### src/rtl/shift_pkg.sv
// Shared shifter encodings: mode decode values and the iterative FSM state type.
// Also used by the processor ALU decode.
package shift_pkg;

    localparam int unsigned MODE_W = 3;

    typedef enum logic [MODE_W-1:0] {
        ModeLsl = 3'd0,
        ModeLsr = 3'd1,
        ModeAsr = 3'd2,
        ModeRol = 3'd3,
        ModeRor = 3'd4
    } shift_mode_e;

    typedef enum logic [1:0] {
        StIdle,
        StShift,
        StDone
    } state_e;

    function automatic logic mode_reserved(input logic [MODE_W-1:0] mode);
        return mode > ModeRor;
    endfunction

endpackage

### src/rtl/iter_shifter_if.sv
// Request/response bundle for iter_shifter: operation inputs plus status and result outputs.
interface iter_shifter_if #(
    parameter int unsigned WIDTH = 32
) ();
    localparam int unsigned SHAMT_W = $clog2(WIDTH);

    logic               start;
    logic [2:0]         mode;
    logic [WIDTH-1:0]   operand;
    logic [SHAMT_W-1:0] shamt;
    logic               busy;
    logic               done;
    logic [WIDTH-1:0]   result;
    logic               carry_out;
    logic               zero;

    modport master (
        output start, mode, operand, shamt,
        input  busy, done, result, carry_out, zero
    );

    modport slave (
        input  start, mode, operand, shamt,
        output busy, done, result, carry_out, zero
    );
endinterface

### src/rtl/shift_step.sv
// One combinational shift/rotate step by a small amount; bit_out is the last bit moved out
// (for rotates, the last bit wrapped around).
module shift_step
    import shift_pkg::*;
#(
    parameter int unsigned WIDTH   = 32,
    parameter int unsigned SHAMT_W = $clog2(WIDTH)
) (
    input  logic [2:0]         mode,
    input  logic [WIDTH-1:0]   value_in,
    input  logic [SHAMT_W-1:0] amount,
    output logic [WIDTH-1:0]   value_out,
    output logic               bit_out
);
    localparam logic [SHAMT_W:0] WidthL = (SHAMT_W + 1)'(WIDTH);

    logic [SHAMT_W:0] back;
    logic [WIDTH-1:0] rol;
    logic [WIDTH-1:0] ror;

    // The last bit leaving on the left lands in rol[0]; leaving on the right lands in ror[MSB].
    always_comb begin
        back      = WidthL - {1'b0, amount};
        rol       = (value_in << amount) | (value_in >> back);
        ror       = (value_in >> amount) | (value_in << back);
        value_out = value_in;
        bit_out   = 1'b0;
        case (mode)
            ModeLsl: begin
                value_out = value_in << amount;
                bit_out   = rol[0];
            end
            ModeLsr: begin
                value_out = value_in >> amount;
                bit_out   = ror[WIDTH-1];
            end
            ModeAsr: begin
                value_out = $signed(value_in) >>> amount;
                bit_out   = ror[WIDTH-1];
            end
            ModeRol: begin
                value_out = rol;
                bit_out   = rol[0];
            end
            ModeRor: begin
                value_out = ror;
                bit_out   = ror[WIDTH-1];
            end
            default: ;
        endcase
    end

endmodule

### src/rtl/iter_shifter.sv
// Multi-cycle barrel-shifter replacement: shifts up to STEP bits per clock and publishes
// result/carry/zero only when the operation completes.
module iter_shifter
    import shift_pkg::*;
#(
    parameter int unsigned WIDTH = 32,
    parameter int unsigned STEP  = 1
) (
    input logic            clk,
    input logic            reset,
    iter_shifter_if.slave  bus
);
    localparam int unsigned      SHAMT_W = $clog2(WIDTH);
    localparam logic [SHAMT_W-1:0] StepL = SHAMT_W'(STEP);

    state_e             state_q, state_d;
    logic [WIDTH-1:0]   work_q, work_d;
    logic [2:0]         mode_q, mode_d;
    logic [SHAMT_W-1:0] rem_q, rem_d;
    logic [WIDTH-1:0]   result_q, result_d;
    logic               carry_q, carry_d;
    logic               zero_q, zero_d;
    logic [SHAMT_W-1:0] k;
    logic [WIDTH-1:0]   step_value;
    logic               step_bit;

    shift_step #(
        .WIDTH   (WIDTH),
        .SHAMT_W (SHAMT_W)
    ) u_step (
        .mode      (mode_q),
        .value_in  (work_q),
        .amount    (k),
        .value_out (step_value),
        .bit_out   (step_bit)
    );

    always_comb begin
        state_d  = state_q;
        work_d   = work_q;
        mode_d   = mode_q;
        rem_d    = rem_q;
        result_d = result_q;
        carry_d  = carry_q;
        zero_d   = zero_q;
        k        = (rem_q < StepL) ? rem_q : StepL;
        unique case (state_q)
            StIdle, StDone: begin
                state_d = StIdle;
                if (bus.start) begin
                    work_d = bus.operand;
                    mode_d = bus.mode;
                    // Zero or reserved shifts complete immediately with the operand unchanged.
                    if (mode_reserved(bus.mode) || bus.shamt == '0) begin
                        rem_d    = '0;
                        state_d  = StDone;
                        result_d = bus.operand;
                        carry_d  = 1'b0;
                        zero_d   = (bus.operand == '0);
                    end else begin
                        rem_d   = bus.shamt;
                        state_d = StShift;
                    end
                end
            end
            StShift: begin
                work_d = step_value;
                rem_d  = rem_q - k;
                if (rem_d == '0) begin
                    state_d  = StDone;
                    result_d = step_value;
                    carry_d  = step_bit;
                    zero_d   = (step_value == '0);
                end
            end
            default: state_d = StIdle;
        endcase
    end

    always_ff @(posedge clk) begin
        if (reset) begin
            state_q  <= StIdle;
            work_q   <= '0;
            mode_q   <= '0;
            rem_q    <= '0;
            result_q <= '0;
            carry_q  <= 1'b0;
            zero_q   <= 1'b1;
        end else begin
            state_q  <= state_d;
            work_q   <= work_d;
            mode_q   <= mode_d;
            rem_q    <= rem_d;
            result_q <= result_d;
            carry_q  <= carry_d;
            zero_q   <= zero_d;
        end
    end

    assign bus.busy      = (state_q == StShift);
    assign bus.done      = (state_q == StDone);
    assign bus.result    = result_q;
    assign bus.carry_out = carry_q;
    assign bus.zero      = zero_q;

endmodule
### src/flat_wrapper.sv
// flat-port wrapper written by rule: the top's interface ports become plain ports
module iter_shifter_flat import shift_pkg::*;
#(
    parameter int unsigned WIDTH = 32,
    parameter int unsigned STEP  = 1
)
  (clk, reset, bus_start, bus_mode, bus_operand, bus_shamt, bus_busy, bus_done, bus_result, bus_carry_out, bus_zero);
  iter_shifter_if #(.WIDTH(WIDTH)) bus_i ();
  input logic clk;
  input logic reset;
  input wire logic [$bits(bus_i.start)-1:0] bus_start;
  input wire logic [$bits(bus_i.mode)-1:0] bus_mode;
  input wire logic [$bits(bus_i.operand)-1:0] bus_operand;
  input wire logic [$bits(bus_i.shamt)-1:0] bus_shamt;
  output wire logic [$bits(bus_i.busy)-1:0] bus_busy;
  output wire logic [$bits(bus_i.done)-1:0] bus_done;
  output wire logic [$bits(bus_i.result)-1:0] bus_result;
  output wire logic [$bits(bus_i.carry_out)-1:0] bus_carry_out;
  output wire logic [$bits(bus_i.zero)-1:0] bus_zero;
  assign bus_i.start = bus_start;
  assign bus_i.mode = bus_mode;
  assign bus_i.operand = bus_operand;
  assign bus_i.shamt = bus_shamt;
  assign bus_busy = bus_i.busy;
  assign bus_done = bus_i.done;
  assign bus_result = bus_i.result;
  assign bus_carry_out = bus_i.carry_out;
  assign bus_zero = bus_i.zero;
  iter_shifter #(.WIDTH(WIDTH), .STEP(STEP)) u_core (.clk(clk), .reset(reset), .bus(bus_i));
endmodule
### config.mk
export PLATFORM = sky130hd
export DESIGN_NAME = iter_shifter_flat
export DESIGN_NICKNAME = d
export VERILOG_FILES = /design/src/rtl/shift_pkg.sv /design/src/rtl/iter_shifter_if.sv /design/src/rtl/shift_step.sv /design/src/rtl/iter_shifter.sv /design/src/flat_wrapper.sv
export SDC_FILE = /design/constraint.sdc
export NUM_CORES = 1
export LEC_CHECK = 0
export CORE_AREA = 2 2 124 126
export DETAILED_ROUTE_END_ITERATION = 12
export DIE_AREA = 0 0 126 128
export PLACE_DENSITY = 0.62
export SLEW_MARGIN = 20
export SYNTH_ARGS = -nofsm -noshare
export SYNTH_HDL_FRONTEND = slang
export SYNTH_SLANG_ARGS = --single-unit
### constraint.sdc
create_clock -name clk -period 9.02 [get_ports clk]
set_input_delay 1.804 -clock clk [delete_from_list [all_inputs] [get_ports clk]]
set_output_delay 1.804 -clock clk [all_outputs]
set_load 0.01 [all_outputs]
==> impl_metrics.tcl <==
set metrics [dict create \
    period_share_pct 50.8 \
    r2r-start "u_core.rem_q[0]" \
    clock-sinks 76 \
    min-delay-start "u_core.bus.result[30]" \
    syn_area_per_cell_um2 7.32 \
    worst_hold_slack_ps 464 \
    synth-seq-cells 76 \
    setup_tns_ps 0 \
    vias 5664 \
    timing.final.max_slew_violations 0 \
    pre_cts_ws_ps 4590 \
    cts_hold_buf 0 \
    grt_util_all_layers_pct 25.1 \
    slew_headroom_pct 30.3 \
    cts_buffer_depth 2 \
    outcome "complete, no violations" \
    h-tree-depth 3 \
    area_growth_pct 21.8 \
    tightest_slew_ps 1040 \
    ios 79 \
    drtIter0Drc 724 \
    worstPathRequired_ps 9280 \
    synth-compound-area-share_pct 29.4 \
    setup_ws_ps 4430 \
    routed_wl_mm 20.5 \
    ant_nets 0 \
    power.total_w 0.00138 \
    fin_skew_ps 10.7 \
    min_path_cells 2 \
    grt_pass1_wl_mm 31.6 \
    endpoint_kind "register" \
    yosysTopAreaCell "dfxtp_1" \
    max_cap_violations 0 \
    crit_chain "nor2_1 > nand2_4 > clkinv_4 > ha_1 > nand4bb_1 > a21oi_1 > nand2_1 > a41oi_1 > mux2i_1 > a211oi_1" \
    drc_errors 0 \
    path_clk_slew_ps 70 \
    reg2reg_slack_ps 4430 \
    synth_warnings 0 \
    final-hold-violation-count 0 \
    period_needed_ps 4590 \
    synth_ff_type "dfxtp_1" \
    synth_cell_types 71 \
    antenna_found_initial 0 \
    syn-num-nets 740 \
    synth_top_area_share_pct 30.0 \
    cts_setup_buffers 0 \
    fin_cells 923 \
    synth-edff-count 0 \
    setup_violations 0 \
    cp_slowest_cell "a21oi_1" \
    yosys-top-cells-area "dfxtp_1 30%, nand2_1 7.2%, nor2_1 7.2%" \
    dieArea_mm2 0.0161 \
    diodes 0 \
    placementRows 45 \
    place_inst 907 \
    synth-xor-area-share_pct 0.838 \
    fp.dieW_um 126 \
    reg2regPathDepth 10 \
    routabilityCongestion 0.931 \
    fp.dieH_um 128 \
    ys_seq_area_share_pct 30.0 \
    max_clock_freq_ghz 0.218 \
    startpoint_type "register" \
    root_buffer "clkbuf_16" \
    worstSetupPathType "reg -> reg" \
    gr-total-overflow 0 \
    clk_latency_ps 340 \
    slowest_delay_ps 910 \
    vias_per_cell 6.14 \
    async_flop_share_pct 0 \
    final_cell_mix "98 x nor2_1, 98 x nand2_1, 77 x clkdlybuf4s50_1" \
    min_path_type "reg -> reg" \
    rr_endpoint "u_core.work_q[28]" \
    p_leak_nw 2.13 \
    syn_inst 694 \
    drive_gt1_share_pct 7.07 \
    floorplan.initialDensity_pct 34.2 \
    grt_pass1_vias 5346 \
    grt_max_degree 77 \
    avgRoutedWirePerCell_um 22.2 \
    peakVddDrop_mv 0.0977 \
    worst-path-max-fanout 24 \
    synthMuxAreaShare_pct 8.35 \
    synthAdderAreaFrac_pct 0.936 \
    drtPass1Iterations 7 \
    yosys.area_share.simple_pct 23.3 \
    powerDensity_mw_per_mm2 223 \
    hold_end "u_core.bus.result[30]" \
    place_hpwl_mm 14.5 \
    tritoncts "built" \
    core_mm2 0.0149 \
    io_buffers 78 \
    numCtsBuffers 9 \
    synthesis.area_mm2 0.00508 \
    fin_nets 776 \
    synth_top_family_by_area "compound AO/OA/AOI/OAI gates" \
    cts_resized 0 \
    arrival_ps 4840 \
    rsz0062_at_grt "false" \
]
synth_stat cells (5+ instances only):
cell type  instances
nand2_1           98
nor2_1            98
dfxtp_1           76
a21oi_1           73
a211oi_1          38
clkbuf_1          35
o21ai_0           34
mux2i_1           24
buf_2             18
nor3_1            18
a31oi_1           12
inv_1             12
a221oi_1          11
a22oi_1           10
mux2_2             9
nor4_1             9
buf_1              7
o22ai_1            6
a222oi_1           5
buf_6              5
nand2b_1           5
o211ai_1           5
or3_1              5
per-stage QoR:
| stage | area (um^2) | utilization (%) |
|---|---|---|
| 6_report | 6180 | 41.6 |
| 5_1_grt | 6180 | 41.6 |
| 4_1_cts | 6180 | 41.6 |
| 3_5_place_dp | 5880 | 39.5 |
| 3_3_place_gp | 5880 | 39.5 |
| 2_1_floorplan | 5080 | - |
how the worst max path moves through the flow:
stage / to / startpoint / depth (start not counted) / slack (ps)
floorplan: u_core.bus.zero / u_core.rem_q[2] / 15 / 5730
global route: u_core.bus.result[17] / u_core.rem_q[1] / 10 / 4180
finish: u_core.work_q[28] / u_core.rem_q[0] / 10 / 4430
detailed placement: u_core.bus.result[19] / bus_start / 7 / 4590
global placement: u_core.bus.result[19] / bus_start / 7 / 4690
CTS: u_core.work_q[28] / u_core.rem_q[0] / 10 / 4610
worst max-delay path: cells and delay by family, from the launching register on:
| family | cells | cell delay (ps) |
|---|---|---|
| AND/OR/NAND/NOR | 4 | 1590 |
| AO/OA/AOI/OAI | 3 | 1520 |
| adder cells (fa/ha/maj) | 1 | 520 |
| flip-flops | 1 | 350 |
| buffers and inverters | 1 | 270 |
| multiplexers | 1 | 220 |
state kept, by name, indices dropped and copies added, names as in the netlist:
name and count:
u_core.work_q 32, u_core.bus.zero 1, u_core.bus.carry_out 1, u_core.mode_q 3
u_core.bus.result 32, u_core.state_q 2, u_core.rem_q 5
cell type report:
type	instances	area (um^2)
Fill cell	1585	8680
Multi-Input combinational cell	539	3200
Sequential cell	76	1520
Timing Repair Buffer	90	866
Tap cell	188	235
Clock buffer	9	225
Clock inverter	7	80.1
Inverter	14	57.6
metal layers:
layer	wire length, um	vias up	GRT usage, %	share of wire (%)
met5	0	-	0	0
met2	9320	307	39.7	45
met3	1800	55	4.05	8.8
met4	623	0	10.3	3.0
li1	-	2614	-	-
met1	8780	2688	34.2	43
kinds of logic (layout without fill, tap and decap cells):
family | after synthesis | in the layout
buf+inv | 79 | 120
compound gates | 230 | 230
mux | 37 | 37
xor+xnor | 4 | 4
flops | 76 | 76
other cells | 1 | 1
fa+ha+maj | 4 | 4
simple gates | 263 | 263
power breakdown:
group | internal [W] | total [W] | switching [W]
registers | 0.000378 | 0.000448 | 0.0000700
clock network | 0.000219 | 0.000378 | 0.000159
logic | 0.000217 | 0.000550 | 0.000334
total | 0.000813 | 0.00138 | 0.000563
No activity file was read; power rests on OpenSTA's default activity.
